===== src/rtl/dcache_axi_bridge_if.sv =====
// AXI4 master-side bus bundle used by the data-cache refill/writeback bridge.
// The master modport is the bridge; the slave modport is the memory side.
interface dcache_axi_bridge_if;
  // Read address channel
  logic [3:0]  arid;
  logic [31:0] araddr;
  logic [7:0]  arlen;
  logic [2:0]  arsize;
  logic [1:0]  arburst;
  logic        arvalid;
  logic        arready;
  // Read data channel
  logic [31:0] rdata;
  logic [1:0]  rresp;
  logic        rlast;
  logic        rvalid;
  logic        rready;
  // Write address channel
  logic [3:0]  awid;
  logic [31:0] awaddr;
  logic [7:0]  awlen;
  logic [2:0]  awsize;
  logic [1:0]  awburst;
  logic        awvalid;
  logic        awready;
  // Write data channel
  logic [31:0] wdata;
  logic [3:0]  wstrb;
  logic        wlast;
  logic        wvalid;
  logic        wready;
  // Write response channel
  logic [1:0]  bresp;
  logic        bvalid;
  logic        bready;

  modport master (
    output arid, araddr, arlen, arsize, arburst, arvalid,
    input  arready,
    input  rdata, rresp, rlast, rvalid,
    output rready,
    output awid, awaddr, awlen, awsize, awburst, awvalid,
    input  awready,
    output wdata, wstrb, wlast, wvalid,
    input  wready,
    input  bresp, bvalid,
    output bready
  );

  modport slave (
    input  arid, araddr, arlen, arsize, arburst, arvalid,
    output arready,
    output rdata, rresp, rlast, rvalid,
    input  rready,
    input  awid, awaddr, awlen, awsize, awburst, awvalid,
    output awready,
    input  wdata, wstrb, wlast, wvalid,
    output wready,
    output bresp, bvalid,
    input  bready
  );
endinterface


===== src/rtl/dcache_axi_bridge.sv =====
// dcache_axi_bridge: turns one data-cache line request (refill or writeback)
// into a single AXI4 INCR burst and pulses gnt_o for one cycle when the burst
// has fully completed. Every AXI output is decoded from registered state.
module dcache_axi_bridge #(
  parameter int unsigned LINE_WORDS = 8,
  parameter logic [3:0]  AXI_ID     = 4'd0
) (
  input  logic                        clk,
  input  logic                        rst,
  input  logic [31:0]                 req_addr_i,
  input  logic                        rd_req_i,
  input  logic                        wr_req_i,
  input  logic [LINE_WORDS-1:0][31:0] wr_data_i,
  output logic [LINE_WORDS-1:0][31:0] rd_data_o,
  output logic                        gnt_o,
  dcache_axi_bridge_if.master         axi
);

  localparam int unsigned      CNT_W     = (LINE_WORDS > 1) ? $clog2(LINE_WORDS) : 1;
  localparam int unsigned      OFFSET_W  = CNT_W + 2;
  localparam logic [31:0]      LINE_MASK = ~((32'd1 << OFFSET_W) - 32'd1);
  localparam logic [CNT_W-1:0] LAST_BEAT = CNT_W'(LINE_WORDS - 1);

  typedef enum logic [2:0] {
    IDLE,
    RADDR,
    RDATA,
    WADDR,
    WDATA,
    WRESP,
    DONE
  } state_e;

  state_e                      state_q, state_d;
  logic [CNT_W-1:0]            cnt_q, cnt_d;
  logic [31:0]                 addr_q, addr_d;
  logic [LINE_WORDS-1:0][31:0] wbuf_q, wbuf_d;
  logic [LINE_WORDS-1:0][31:0] rd_data_q, rd_data_d;

  // Response codes are deliberately not acted on; keep them visibly consumed.
  logic unused_resp;
  assign unused_resp = ^{axi.rresp, axi.bresp};

  // State, beat counter, line address, write buffer and refill line registers.
  always_ff @(posedge clk) begin
    if (rst) begin
      state_q   <= IDLE;
      cnt_q     <= '0;
      addr_q    <= '0;
      wbuf_q    <= '0;
      rd_data_q <= '0;
    end else begin
      state_q   <= state_d;
      cnt_q     <= cnt_d;
      addr_q    <= addr_d;
      wbuf_q    <= wbuf_d;
      rd_data_q <= rd_data_d;
    end
  end

  // Next-state and datapath updates; requests are only sampled in IDLE, so a
  // request still held during DONE cannot start a second burst.
  always_comb begin
    state_d   = state_q;
    cnt_d     = cnt_q;
    addr_d    = addr_q;
    wbuf_d    = wbuf_q;
    rd_data_d = rd_data_q;
    case (state_q)
      IDLE: begin
        if (wr_req_i) begin
          addr_d  = req_addr_i & LINE_MASK;
          wbuf_d  = wr_data_i;
          state_d = WADDR;
        end else if (rd_req_i) begin
          addr_d  = req_addr_i & LINE_MASK;
          state_d = RADDR;
        end
      end
      RADDR: begin
        if (axi.arready) begin
          cnt_d   = '0;
          state_d = RDATA;
        end
      end
      RDATA: begin
        if (axi.rvalid) begin
          rd_data_d[cnt_q] = axi.rdata;
          cnt_d            = cnt_q + 1'b1;
          if (axi.rlast) begin
            state_d = DONE;
          end
        end
      end
      WADDR: begin
        if (axi.awready) begin
          cnt_d   = '0;
          state_d = WDATA;
        end
      end
      WDATA: begin
        if (axi.wready) begin
          cnt_d = cnt_q + 1'b1;
          if (cnt_q == LAST_BEAT) begin
            state_d = WRESP;
          end
        end
      end
      WRESP: begin
        if (axi.bvalid) begin
          state_d = DONE;
        end
      end
      DONE: begin
        state_d = IDLE;
      end
      default: begin
        state_d = IDLE;
      end
    endcase
  end

  assign axi.arid    = AXI_ID;
  assign axi.araddr  = addr_q;
  assign axi.arlen   = 8'(LINE_WORDS - 1);
  assign axi.arsize  = 3'b010;
  assign axi.arburst = 2'b01;
  assign axi.arvalid = (state_q == RADDR);
  assign axi.rready  = (state_q == RDATA);

  assign axi.awid    = AXI_ID;
  assign axi.awaddr  = addr_q;
  assign axi.awlen   = 8'(LINE_WORDS - 1);
  assign axi.awsize  = 3'b010;
  assign axi.awburst = 2'b01;
  assign axi.awvalid = (state_q == WADDR);

  assign axi.wdata   = wbuf_q[cnt_q];
  assign axi.wstrb   = 4'hF;
  assign axi.wlast   = (cnt_q == LAST_BEAT);
  assign axi.wvalid  = (state_q == WDATA);
  assign axi.bready  = (state_q == WRESP);

  assign gnt_o     = (state_q == DONE);
  assign rd_data_o = rd_data_q;

endmodule


===== src/flat_wrapper.sv =====
// flat-port wrapper written by rule: the top's interface ports become plain ports
module dcache_axi_bridge_flat 
#(
  parameter int unsigned LINE_WORDS = 8,
  parameter logic [3:0]  AXI_ID     = 4'd0
)
  (clk, rst, req_addr_i, rd_req_i, wr_req_i, wr_data_i, rd_data_o, gnt_o, axi_arid, axi_araddr, axi_arlen, axi_arsize, axi_arburst, axi_arvalid, axi_arready, axi_rdata, axi_rresp, axi_rlast, axi_rvalid, axi_rready, axi_awid, axi_awaddr, axi_awlen, axi_awsize, axi_awburst, axi_awvalid, axi_awready, axi_wdata, axi_wstrb, axi_wlast, axi_wvalid, axi_wready, axi_bresp, axi_bvalid, axi_bready);
  dcache_axi_bridge_if axi_i ();
  input  logic clk;
  input  logic rst;
  input  logic [31:0] req_addr_i;
  input  logic rd_req_i;
  input  logic wr_req_i;
  input  logic [LINE_WORDS-1:0][31:0] wr_data_i;
  output logic [LINE_WORDS-1:0][31:0] rd_data_o;
  output logic gnt_o;
  output wire logic [$bits(axi_i.arid)-1:0] axi_arid;
  output wire logic [$bits(axi_i.araddr)-1:0] axi_araddr;
  output wire logic [$bits(axi_i.arlen)-1:0] axi_arlen;
  output wire logic [$bits(axi_i.arsize)-1:0] axi_arsize;
  output wire logic [$bits(axi_i.arburst)-1:0] axi_arburst;
  output wire logic [$bits(axi_i.arvalid)-1:0] axi_arvalid;
  input wire logic [$bits(axi_i.arready)-1:0] axi_arready;
  input wire logic [$bits(axi_i.rdata)-1:0] axi_rdata;
  input wire logic [$bits(axi_i.rresp)-1:0] axi_rresp;
  input wire logic [$bits(axi_i.rlast)-1:0] axi_rlast;
  input wire logic [$bits(axi_i.rvalid)-1:0] axi_rvalid;
  output wire logic [$bits(axi_i.rready)-1:0] axi_rready;
  output wire logic [$bits(axi_i.awid)-1:0] axi_awid;
  output wire logic [$bits(axi_i.awaddr)-1:0] axi_awaddr;
  output wire logic [$bits(axi_i.awlen)-1:0] axi_awlen;
  output wire logic [$bits(axi_i.awsize)-1:0] axi_awsize;
  output wire logic [$bits(axi_i.awburst)-1:0] axi_awburst;
  output wire logic [$bits(axi_i.awvalid)-1:0] axi_awvalid;
  input wire logic [$bits(axi_i.awready)-1:0] axi_awready;
  output wire logic [$bits(axi_i.wdata)-1:0] axi_wdata;
  output wire logic [$bits(axi_i.wstrb)-1:0] axi_wstrb;
  output wire logic [$bits(axi_i.wlast)-1:0] axi_wlast;
  output wire logic [$bits(axi_i.wvalid)-1:0] axi_wvalid;
  input wire logic [$bits(axi_i.wready)-1:0] axi_wready;
  input wire logic [$bits(axi_i.bresp)-1:0] axi_bresp;
  input wire logic [$bits(axi_i.bvalid)-1:0] axi_bvalid;
  output wire logic [$bits(axi_i.bready)-1:0] axi_bready;
  assign axi_arid = axi_i.arid;
  assign axi_araddr = axi_i.araddr;
  assign axi_arlen = axi_i.arlen;
  assign axi_arsize = axi_i.arsize;
  assign axi_arburst = axi_i.arburst;
  assign axi_arvalid = axi_i.arvalid;
  assign axi_i.arready = axi_arready;
  assign axi_i.rdata = axi_rdata;
  assign axi_i.rresp = axi_rresp;
  assign axi_i.rlast = axi_rlast;
  assign axi_i.rvalid = axi_rvalid;
  assign axi_rready = axi_i.rready;
  assign axi_awid = axi_i.awid;
  assign axi_awaddr = axi_i.awaddr;
  assign axi_awlen = axi_i.awlen;
  assign axi_awsize = axi_i.awsize;
  assign axi_awburst = axi_i.awburst;
  assign axi_awvalid = axi_i.awvalid;
  assign axi_i.awready = axi_awready;
  assign axi_wdata = axi_i.wdata;
  assign axi_wstrb = axi_i.wstrb;
  assign axi_wlast = axi_i.wlast;
  assign axi_wvalid = axi_i.wvalid;
  assign axi_i.wready = axi_wready;
  assign axi_i.bresp = axi_bresp;
  assign axi_i.bvalid = axi_bvalid;
  assign axi_bready = axi_i.bready;
  dcache_axi_bridge #(.LINE_WORDS(LINE_WORDS), .AXI_ID(AXI_ID)) u_core (.clk(clk), .rst(rst), .req_addr_i(req_addr_i), .rd_req_i(rd_req_i), .wr_req_i(wr_req_i), .wr_data_i(wr_data_i), .rd_data_o(rd_data_o), .gnt_o(gnt_o), .axi(axi_i));
endmodule

===== config.mk =====
export PLATFORM = sky130hd
export DESIGN_NAME = dcache_axi_bridge_flat
export DESIGN_NICKNAME = d
export VERILOG_FILES = /design/src/rtl/dcache_axi_bridge_if.sv /design/src/rtl/dcache_axi_bridge.sv /design/src/flat_wrapper.sv
export SDC_FILE = /design/constraint.sdc
export NUM_CORES = 1
export LEC_CHECK = 0
export CORE_AREA = 2 2 285 287
export DETAILED_ROUTE_END_ITERATION = 8
export DIE_AREA = 0 0 287 289
export SETUP_SLACK_MARGIN = 0.15
export SYNTH_ARGS = -nofsm -noshare
export SYNTH_HDL_FRONTEND = slang
export SYNTH_SLANG_ARGS = --single-unit

===== constraint.sdc =====
create_clock -name clk -period 3.6 [get_ports clk]
set_input_delay 0.9 -clock clk [delete_from_list [all_inputs] [get_ports clk]]
set_output_delay 0.9 -clock clk [all_outputs]
set_load 0.02 [all_outputs]

==> Word-level counts from Yosys, hierarchy flattened <==
Cells that the tools add are included.
{ "classes": {"n_addsub": 1, "order_cmp": 2, "eq_ne": 15, "mux": 22, "reduce_logical": 9} }
{ "op_table": {"columns": ["cell", "n"], "rows": [
  ["bitwise mux 256 bit", 1],
  ["two-way mux 32 bit", 4],
  ["binary-select mux 32 bit (select 3 bit)", 1],
  ["demux 32 bit (select 3 bit)", 1],
  ["two-way mux 3 bit", 13],
  ["case mux 3 bit (6 select lines)", 1],
  ["== test 3 bit (second input constant)", 4],
  ["case mux 3 bit (4 select lines)", 1],
  ["!= test 2 bit (second input constant)", 4],
  ["AND reduction 8 bit", 1],
  ["== test 3 x 2 -> 1 bit (second input constant)", 2],
  ["!= test 2 x 1 -> 1 bit (second input constant)", 3],
  ["AND reduction 2 bit", 3],
  ["AND reduction 5 bit", 1],
  ["< comparator 3 x 4 -> 1 bit (second input constant)", 1],
  ["nonzero test 4 bit", 1],
  ["adder 3 x 1 -> 3 bit (second input constant)", 1],
  ["== test 3 x 1 -> 1 bit (second input constant)", 1],
  [">= comparator 3 x 1 -> 1 bit (second input constant)", 1],
  ["zero test 3 bit", 1],
  ["!= test 3 bit (second input constant)", 1],
  ["nonzero test 2 bit", 1],
  ["logical AND 1 bit", 1]
]} }
{ "word_totals": {"ff_bits": 550, "input_bits": 334, "word_cells": 68} }

==> Depth between registers and ports, before layout <==
Gate-level depths: netlist (run 1).
{ "depth": {"ltp_word": 5, "mapped_depth": 8, "ltp_nobuf": 6} }

==> Worst setup path after synthesis (run 1) <==
Ideal clock, no wire load.
{ "synth_path": {"path_kind": "reg-to-output", "from": "register u_core.cnt_q[2]", "to": "output axi_wdata[13]", "arrival_time_ns": 1.677, "setup_slack_ns": 1.023, "stages_incl_launch_ff": 6, "path_buffers": 1, "path_cell_list": "dfxtp_1 -> buf_6 -> clkinv_1 -> nor2_1 -> a221oi_1 -> o21ai_0"} }
{ "synth_between": {"elab_chain_len": 2} }
{ "synth_rtl": {"columns": ["item", "line", "source"], "rows": [
  ["start: declaration", "dcache_axi_bridge.sv:35", "logic [CNT_W-1:0] cnt_q, cnt_d;"],
  ["start signal: assignment", "dcache_axi_bridge.sv:54", "cnt_q <= cnt_d;"],
  ["binary-select mux 32 bit (select 3 bit)", "dcache_axi_bridge.sv:138", "assign axi.wdata = wbuf_q[cnt_q];"],
  ["two-way mux 32 bit (implied by the code)", "dcache_axi_bridge.sv:138", null],
  ["end: declaration", "flat_wrapper.sv:36", "output wire logic [$bits(axi_i.wdata)-1:0] axi_wdata;"]
]} }
Every way passes these cells. The select of a mux whose other input is x is not followed.

==> Worst setup path in the final report (run 1) <==
{ "layout_path": {"from": "register u_core.cnt_q[0]", "to": "output axi_wdata[10]"} }
The elaborated chain is that of the path after synthesis.

==> results of run 1 <==
-- layout by cell type (no fill, tap or decap), types with 4 or more instances in the layout --
cell type / Yosys / final
a21oi_1: 545 / 545
a221oi_1: 18 / 16
a22o_1: 9 / 9
a22oi_1: 20 / 19
and3_1: 7 / 4
buf_12: 0 / 16
buf_4: 153 / 59
buf_6: 9 / 5
bufinv_16: 0 / 4
clkbuf_1: 98 / 17
clkbuf_16: 0 / 60
clkbuf_8: 0 / 10
clkdlybuf4s50_1: 0 / 639
clkinv_2: 0 / 13
conb_1: 2 / 48
dfxtp_1: 545 / 542
dlygate4sd2_1: 0 / 22
mux2_2: 26 / 26
mux2i_1: 28 / 25
mux4_2: 20 / 20
nand2_1: 1091 / 1090
nand2b_1: 11 / 11
nor2_1: 16 / 13
nor2_2: 1 / 4
nor3_1: 4 / 4
o21ai_0: 10 / 8
o21ai_1: 2 / 4
o221ai_1: 8 / 6
o22ai_1: 6 / 5
-- final cells by class --
cell class | instances | area share [%]
Tap cell | 1060 | 4.252
Antenna cell | 2 | 0.01604
Inverter | 5 | 0.07220
Clock buffer | 87 | 5.459
Multi-Input combinational cell | 1927 | 30.23
Sequential cell | 545 | 35.01
Timing Repair Buffer | 753 | 24.18
Clock inverter | 23 | 0.7742
-- power groups by stage --
stage / sequential [uW] / clock (uW) / combinational [uW]
floorplan: 7230 / 0 / 2700
detailed placement: 7270 / 0 / 4360
global placement: 7260 / 0 / 4340
CTS: 7150 / 6270 / 4350
global route: 7230 / 6500 / 4690
finish: 7160 / 6110 / 4320
-- cells by family (layout without fill, tap and decap cells) --
| group | count (synthesis) | count (layout) | synth area share, % |
|---|---|---|---|
| flops | 545 | 545 | 49.67 |
| buf+inv | 325 | 868 | 8.818 |
| simple gates | 1162 | 1162 | 20.73 |
| compound gates | 639 | 639 | 15.83 |
| fa+ha+maj | 2 | 2 | 0.1139 |
| other cells | 2 | 50 | 0.03419 |
| mux | 76 | 76 | 4.796 |
-- metal layers --
metal | share of wire (%) | wire length (um) | global-route usage, %
met1 | 43 | 36850 | 25.40
met4 | 2.8 | 2390 | 5.951
met3 | 7.6 | 6531 | 4.858
met2 | 47 | 40280 | 32.29
met5 | 0.11 | 93 | 0
-- timing repair --
item / 4_1_cts / 5_1_grt
pin swaps: 1 / 0
cloned: 0 / 0
gates resized for setup: 64 / 13
endpoints found under the setup margin: 32 / 15
setup buffers: 8 / 0
-- sequential cells by signal, summed over array words and instances, names as in the netlist --
name,cells
u_core.rd_data_o,256
u_core.wbuf_q,256
u_core.axi.araddr,27
u_core.cnt_q,3
u_core.state_q,3
-- stage by stage --
step           setup slack (ns)  area, sq um
2_1_floorplan             1.023        22140
5_1_grt                 0.09101        31190
3_3_place_gp             0.2924        29100
6_report                 0.1910        31190
4_1_cts                0.005000        31160
3_5_place_dp             0.2886        29100
-- critical path, delay by kind of cell (launching register included) --
kind	cells	cell delay [ns]
AO/OA/AOI/OAI	2	0.38
buffers and inverters	4	1.10
flip-flops	1	0.39
-- how the worst max path moves through the flow --
stage                    startpoint            end  slack [ns]  depth (start not counted)
floorplan           u_core.cnt_q[2]  axi_wdata[13]        1.02                          5
global placement    u_core.cnt_q[1]  axi_wdata[21]        0.29                          4
detailed placement  u_core.cnt_q[1]  axi_wdata[21]        0.29                          4
CTS                 u_core.cnt_q[0]  axi_wdata[22]       0.005                          4
global route        u_core.cnt_q[1]   axi_wdata[1]        0.09                          6
finish              u_core.cnt_q[0]  axi_wdata[10]        0.19                          6
-- cells in the mapped netlist, types with 3 or more instances --
master    number
o22a_1         3
buf_2         60
inv_1          3
nor3b_1        3
o22ai_1        6
a31oi_1        3
nor2b_1        5
o221ai_1       8
buf_6          9
buf_4        153
a22o_1         9
clkbuf_1      98
mux2i_1       28
dfxtp_1      545
or3_1          3
nand2_1     1091
nor3_2         4
o21ai_0       10
mux2_2        26
nand3_1        5
and3_1         7
a221oi_1      18
a22oi_1       20
and2_1         5
mux4_2        20
nand3b_1       3
nand2b_1      11
nor2_1        16
a21oi_1      545
nor3_1         4
==> impl_metrics.ini, run 1 <==
[synth]
ys_types = 53
ys_seq_area_share_pct = 49.67
netlist.area_leader.share_pct = 49.67
synth_area_leaders = dfxtp_1 50%, nand2_1 19%, a21oi_1 12%, buf_4 5.2%, mux4_2 2.1%
synth_top_area_cell = dfxtp_1
synth_cells = 2751
yosysWarnings = 0
synth_ff_type = dfxtp_1
ys_ff_latch = 545
synthArstFlopShare_pct = 0
synth_edf_count = 0
avgSynthCellArea_sq_um = 7.984
synth.cell_area_sq_um = 21960

[detailed_routing]
vias = 20510
wl_per_cell_um = 19.57
drt_iter0_markers = 1304
drcViolationCount = 0
vias_per_cell = 4.658
wl_um = 86140
firstDrtPassIters = 5
drtAntennaViolNets = 0

[worst_setup_path]
path_class = flop to primary output
r2r-end = u_core.state_q[0]
worstPathMaxFanout = 32
max_stage_delay_ns = 0.39
start_kind = flop
arrival_ns = 2.51
rr_startpoint = u_core.cnt_q[1]
cp_slowest_cell = dfxtp_4
end_kind = primary output
crit_required_ns = 2.70
cp_cell_sequence = buf_16, clkinvlp_4, buf_4, a221oi_2, o22ai_1, dlygate4sd2_1
rr_worst_depth = 8
r2r_slack_ns = 1.22

[power]
p_total_uw = 17590
p_switching_uw = 5567
pwr-share-seq_pct = 40.7
switching_share_pct = 31.65
p_leak_uw = 0.01084
irDropWorstVdd_mv = 0.3319
pwr-share-clk_pct = 34.7
intPower_uw = 12030
power_density_nw_per_um2 = 564.0
p_comb_share_pct = 24.6

[floorplan]
die_h_um = 289
fp.dieArea_sq_um = 82940
start_util_pct = 27.49
std_cell_rows = 104
coreArea_sq_um = 79900
num_io_pins = 731
die_w_um = 287

[flow_run]
max_cap_violations = 0

[timing]
rsz0062_at_grt = yes
fmax_mhz = 293.3
finalSetupTns_ns = 0
finClkSkew_ns = 0.02277
relSlewSlack_pct = 40.83
max_slew.worst_pin.slew_ns = 0.8875
final-hold-violation-count = 0
hold-worst-slack_ns = 0.4483
period_needed_ns = 3.409
finalMaxSlewViolations = 0
setup_viol = 0
fin_crit_sh_pct = 94.70

[hold_path]
min_to = u_core.wbuf_q[146]
hp-class = flop to flop
hp-start = u_core.wbuf_q[146]
hold_path_depth = 2

[grt]
overflow = 0
antenna_found_initial = 11
grt_pass1_wl_um = 124300
grt_max_degree = 103
grt_use_total_pct = 19.65
grt_pass1_vias = 18990

[clock_tree]
insertion_delay_ns = 0.62
clk_pin_slew_ns = 0.06
htree_levels = 2
cts_max_path_buffers = 3
postCtsHoldBufs = 0
cts_buffers = 59
tritoncts = done
root_buffer = clkbuf_16
cts.sinks = 545

[final_layout]
nFillCells = 8295
area_growth_pct = 42.01
utilization_pct = 39.04
multi_input_area_sq_um = 9430
area.sequential_sq_um = 10920
drive_gt1_share_pct = 8.084
fin_cells = 4402
nNetsFinal = 3627

[run_status]
status = complete, no violations

[placed_design]
place_congestion = 0.8633
io_buffers = 673
placedCellCount = 4282
hpwl_um = 61620
Note: power is estimated with default switching activity, not from simulation.
==> inputs of run 2 (changes only) <==
--- a/config.mk
+++ b/config.mk
@@ -5,9 +5,14 @@
 export SDC_FILE = /design/constraint.sdc
 export NUM_CORES = 1
 export LEC_CHECK = 0
+export ABC_AREA = 0
+export CAP_MARGIN = 20
+export CELL_PAD_IN_SITES_DETAIL_PLACEMENT = 1
+export CELL_PAD_IN_SITES_GLOBAL_PLACEMENT = 1
 export CORE_AREA = 2 2 285 287
 export DETAILED_ROUTE_END_ITERATION = 8
 export DIE_AREA = 0 0 287 289
+export PLACE_DENSITY_LB_ADDON = 0.1
 export SETUP_SLACK_MARGIN = 0.15
 export SYNTH_ARGS = -nofsm -noshare
 export SYNTH_HDL_FRONTEND = slang
==> run 2 against run 1 <==
Net effect:
- global-route usage increased by 2.4 points
- via count increased by 2.2%
- hold slack better by 0.0037 ns
- power increased by 1.9%
- largest cell class unchanged
- highest routed layer unchanged
==> impl_metrics.ini, run 2 (same netlist as run 1, synthesis figures left out) <==
[run_status]
status = complete, no violations

[final_layout]
utilization_pct = 39.44
final_common_cell = nand2_1
fin_cells = 4432
drive_gt1_share_pct = 8.661
area_growth_pct = 43.47
mostFrequentLayoutCells = 1,089 x nand2_1, 640 x clkdlybuf4s50_1, 545 x a21oi_1, 542 x dfxtp_1, 74 x buf_4
stdcell_area_sq_um = 31510
nNetsFinal = 3652

[detailed_routing]
drtAntennaViolNets = 0
wl_um = 95860
wl_per_cell_um = 21.63
vias_per_cell = 4.730
drcViolationCount = 0
drt_iter0_markers = 886
firstDrtPassIters = 5
vias = 20960

[power]
power_density_nw_per_um2 = 568.8
irDropWorstVdd_mv = 0.3106
p_comb_share_pct = 24.2
pwr-share-clk_pct = 35.8
intPower_uw = 12270
p_leak_uw = 0.01101
pwr-share-seq_pct = 39.9
p_switching_uw = 5654
switching_share_pct = 31.54

[worst_setup_path]
start_kind = flop
path_class = flop to primary output
crit_required_ns = 2.70
end_kind = primary output
arrival_ns = 2.51
worstPathMaxFanout = 8

[clock_tree]
htree_levels = 3
insertion_delay_ns = 0.59
root_buffer = clkbuf_16
postCtsHoldBufs = 0
tritoncts = done
cts_max_path_buffers = 3
cts_buffers = 66
clk_pin_slew_ns = 0.06
cts.sinks = 545

[timing]
finClkSkew_ns = 0.03037
fmax_mhz = 293.4
max_slew.worst_pin.slew_ns = 0.6797
setup_viol = 0
finalMaxSlewViolations = 0
fin_ws_ns = 0.1922
relSlewSlack_pct = 54.62
finalSetupTns_ns = 0
rsz0062_at_grt = yes
fin_crit_sh_pct = 94.66
final-hold-violation-count = 0
period_needed_ns = 3.408

[placed_design]
placedCellCount = 4276
pre_cts_ws_ns = -0.05860
place_congestion = 0.8106
hpwl_um = 69610
io_buffers = 673
dpl_cell_area_sq_um = 29030

[floorplan]
die_w_um = 287
num_io_pins = 731
fp.dieArea_sq_um = 82940
std_cell_rows = 104
coreArea_sq_um = 79900
die_h_um = 289
start_util_pct = 27.49

[grt]
grt_use_total_pct = 22.08
grt_pass1_wl_um = 138000
overflow = 0
grt_max_degree = 106
grt_pass1_vias = 21310
antenna_found_initial = 30

[hold_path]
hp-class = flop to flop

[flow_run]
max_cap_violations = 0
==> run 2: changes by cell type in the layout (fill, tap and decap cells not counted), sizes merged, moves of 2 or more <==
cell,change
clkinv,-6
dlygate4sd2,-3
clkinvlp,-2
buf,+18
diode,+10
bufinv,-3
clkbuf,+14
==> run 2: layout make-up <==
class | count | area, sq um
sequential | 545 | 10920
antenna | 12 | 30.03
clock buffer | 99 | 1947
fill | 9467 | 48380
clock inverter | 13 | 105.1
multi-input combinational | 1927 | 9425
timing repair buffer | 771 | 7739
tap | 1060 | 1326
inverter | 5 | 18.77
==> run 2: final timing paths <==
check                                            from  cells after the start               endpoint  slack, ns
worst max-delay path                  u_core.cnt_q[1]                      7          axi_wdata[28]       0.19
worst min register to register  u_core.rd_data_o[110]                      2  u_core.rd_data_o[110]       0.45
worst min-delay path            u_core.rd_data_o[110]                      2  u_core.rd_data_o[110]       0.45
worst max register to register      u_core.state_q[1]                      5  u_core.rd_data_o[112]       1.34
==> run 2: power by group through the flow <==
stage	logic, uW	clock network, uW	registers [uW]
finish	4350	6420	7160
global route	4770	6870	7240
CTS	4380	6610	7160
detailed placement	4390	0	7280
global placement	4330	0	7250
floorplan	2700	0	7230
==> run 2: repair_timing <==
item                       4_1_cts  5_1_grt
hold endpoints to repair         0        0
gates resized for setup         78       15
cloned                           1        1
setup endpoints to repair       32       20
setup buffers                   17       13
pin swaps                        3        5
==> run 2: layer usage <==
layer | vias up | GRT usage, % | wire length, um
met3 | 146 | 5.575 | 6159
li1 | 10040 | - | -
met1 | 10200 | 26.55 | 39190
met2 | 555 | 38.15 | 47870
met4 | 22 | 7.826 | 2497
met5 | - | 0 | 140
==> run 2: metrics by stage <==
step	total power [uW]	hold WS, ns
2_1_floorplan	9932	0.4315
3_3_place_gp	11580	0.4405
3_5_place_dp	11680	0.4469
4_1_cts	18150	0.4549
5_1_grt	18880	0.4699
6_report	17920	0.4520
==> run 2: critical path, cell delays in order (launching register included) <==
cell           delay (ns)
dfxtp_4              0.37
buf_4                0.16
buf_4                0.14
nor2_4               0.20
buf_4                0.25
a221oi_1             0.12
o22ai_2              0.31
dlygate4sd2_1        0.38
==> inputs of run 3 (changes only) <==
--- a/config.mk
+++ b/config.mk
@@ -7,12 +7,9 @@
 export LEC_CHECK = 0
 export ABC_AREA = 0
 export CAP_MARGIN = 20
-export CELL_PAD_IN_SITES_DETAIL_PLACEMENT = 1
-export CELL_PAD_IN_SITES_GLOBAL_PLACEMENT = 1
-export CORE_AREA = 2 2 285 287
+export CORE_AREA = 3 3 286 288
 export DETAILED_ROUTE_END_ITERATION = 8
-export DIE_AREA = 0 0 287 289
-export PLACE_DENSITY_LB_ADDON = 0.1
+export DIE_AREA = 0 0 289 291
 export SETUP_SLACK_MARGIN = 0.15
 export SYNTH_ARGS = -nofsm -noshare
 export SYNTH_HDL_FRONTEND = slang
==> run 3 against run 2 <==
Net effect:
- final cell count fell by 0.18%
- via count down 1.2%
- non-clock buffer count grew 7
- wire length is 8.2% lower
- maximum frequency fell by 0.32%
- sequential power hardly changed
- sequential cell count unchanged
- clock skew decreased by 0.0075 ns
- final area is 0.22% lower
- first-iteration DRC count up 58%
- critical path type unchanged
- highest routed layer unchanged
==> impl_metrics.ini, run 3 (same netlist as run 1, synthesis figures left out) <==
[timing]
rsz0062_at_grt = yes
final-hold-violation-count = 0
finClkSkew_ns = 0.02283
period_needed_ns = 3.419
relSlewSlack_pct = 47.31
setup_viol = 0
finalSetupTns_ns = 0
finalMaxSlewViolations = 0
fin_crit_sh_pct = 94.96
fin_ws_ns = 0.1813
fmax_mhz = 292.5
max_slew.worst_pin.slew_ns = 0.7903

[clock_tree]
postCtsHoldBufs = 0
root_buffer = clkbuf_16
tritoncts = done
cts_max_path_buffers = 3
htree_levels = 2
cts_buffers = 61
insertion_delay_ns = 0.62
clk_pin_slew_ns = 0.06
cts.sinks = 545

[worst_setup_path]
cp_slowest_cell = dfxtp_4
cp_common_cell = buf_4
cp_cell_sequence = buf_4, and2_1, buf_4, a22o_1, a22oi_1, o221ai_2, clkdlybuf4s15_2
crit_required_ns = 2.70
path_class = flop to primary output
start_kind = flop
r2r-end = u_core.rd_data_o[228]
crit_path_end = axi_wdata[3]
worstPathMaxFanout = 10
crit_cells = 7
path_delay_family = buffers and inverters
crit_buf_inv = 3
arrival_ns = 2.52
startpoint = u_core.cnt_q[2]
max_stage_delay_ns = 0.41
end_kind = primary output
r2r_slack_ns = 1.31
rr_worst_depth = 7
rr_startpoint = u_core.cnt_q[0]

[grt]
grt_pass1_wl_um = 127100
overflow = 0
grt_max_degree = 109
grt_pass1_vias = 19500
grt_use_total_pct = 19.89
antenna_found_initial = 19

[final_layout]
final_common_cell = nand2_1
drive_gt1_share_pct = 9.320
area_growth_pct = 43.15
nNetsFinal = 3654
mostFrequentLayoutCells = 1,089 x nand2_1, 640 x clkdlybuf4s50_1, 545 x a21oi_1, 542 x dfxtp_1, 80 x buf_4
fin_cells = 4424

[detailed_routing]
wl_per_cell_um = 19.89
drcViolationCount = 0
vias = 20720
drt_iter0_markers = 1404
firstDrtPassIters = 9
wl_um = 88010
vias_per_cell = 4.683
drtAntennaViolNets = 0

[placed_design]
place_congestion = 0.9077
pre_cts_ws_ns = 0.3284
io_buffers = 673
placedCellCount = 4294
hpwl_um = 63390

[floorplan]
die_w_um = 289
fp.dieArea_sq_um = 84100
num_io_pins = 731
coreArea_sq_um = 79130
std_cell_rows = 103
die_h_um = 291
start_util_pct = 27.76

[power]
p_switching_uw = 5670
pwr-share-seq_pct = 40.1
switching_share_pct = 31.72
irDropWorstVdd_mv = 0.3524
p_leak_uw = 0.01099
intPower_uw = 12210
p_comb_share_pct = 24.6
power_density_nw_per_um2 = 568.5
pwr-share-clk_pct = 35.4

[flow_run]
max_cap_violations = 0

[hold_path]
hp-class = flop to flop

[run_status]
status = complete, no violations
[run 3: changes by cell type in the layout (fill, tap and decap cells not counted), sizes merged, moves of 3 or more]
cell / before / now
dlygate4sd2: 19 / 13
diode: 12 / 5
inv: 7 / 10
buf: 103 / 110
clkinv: 10 / 13
[run 3: worst min-delay path by stage]
stage | from | cells after the start | slack, ns | endpoint
after floorplan | u_core.wbuf_q[62] | 2 | 0.43 | u_core.wbuf_q[62]
after detailed placement | u_core.wbuf_q[206] | 2 | 0.45 | u_core.wbuf_q[206]
after global placement | u_core.wbuf_q[146] | 2 | 0.44 | u_core.wbuf_q[146]
after CTS | u_core.wbuf_q[246] | 2 | 0.45 | u_core.wbuf_q[246]
final | u_core.rd_data_o[131] | 2 | 0.45 | u_core.rd_data_o[131]
after global routing | u_core.rd_data_o[59] | 2 | 0.46 | u_core.rd_data_o[59]
[run 3: metal layers]
layer / part of all wire [%] / vias to the layer above / GRT usage, %
li1: - / 10070 / -
met1: 41 / 9658 / 24.80
met2: 47 / 791 / 32.41
met3: 9.3 / 179 / 6.108
met4: 3.4 / 24 / 6.922
met5: 0.17 / - / 0
[run 3: power groups by stage]
| stage | logic, uW | registers, uW | clock network, uW |
|---|---|---|---|
| after CTS | 4450 | 7160 | 6470 |
| after detailed placement | 4410 | 7300 | 0 |
| final | 4390 | 7160 | 6320 |
| after floorplan | 2700 | 7230 | 0 |
| after global routing | 4800 | 7240 | 6680 |
| after global placement | 4390 | 7290 | 0 |
[run 3: final cells by class]
type	instances	area (sq um)
Tap cell	1050	1314
Clock inverter	22	225.2
Inverter	5	18.77
Timing Repair Buffer	778	7702
Antenna cell	5	12.51
Sequential cell	545	10920
Fill cell	8190	47690
Clock buffer	92	1813
Multi-Input combinational cell	1927	9435
[run 3: stage by stage]
| stage | power [uW] | cell area (sq um) | hold WS [ns] | utilization (%) |
|---|---|---|---|---|
| floorplan | 9932 | 22140 | 0.4315 | - |
| global placement | 11680 | 29200 | 0.4395 | 36.90 |
| detailed placement | 11710 | 29200 | 0.4451 | 36.90 |
| CTS | 18080 | 31460 | 0.4528 | 39.76 |
| global route | 18720 | 31440 | 0.4638 | 39.73 |
| finish | 17880 | 31440 | 0.4512 | 39.74 |
[run 3: worst register-to-register path, stage by stage, from the launching register on]
cell and delay (ns):
dfxtp_4 0.40, buf_6 0.17, and2_2 0.30, buf_4 0.23, nand3_2 0.52, buf_4 0.42, nand2_1 0.08, a21oi_1 0.06
[run 3: repair_timing]
item                       CTS  global route
resized for setup           83            33
pin swaps                    1             1
setup endpoints to repair   33            19
setup buffers               11             0
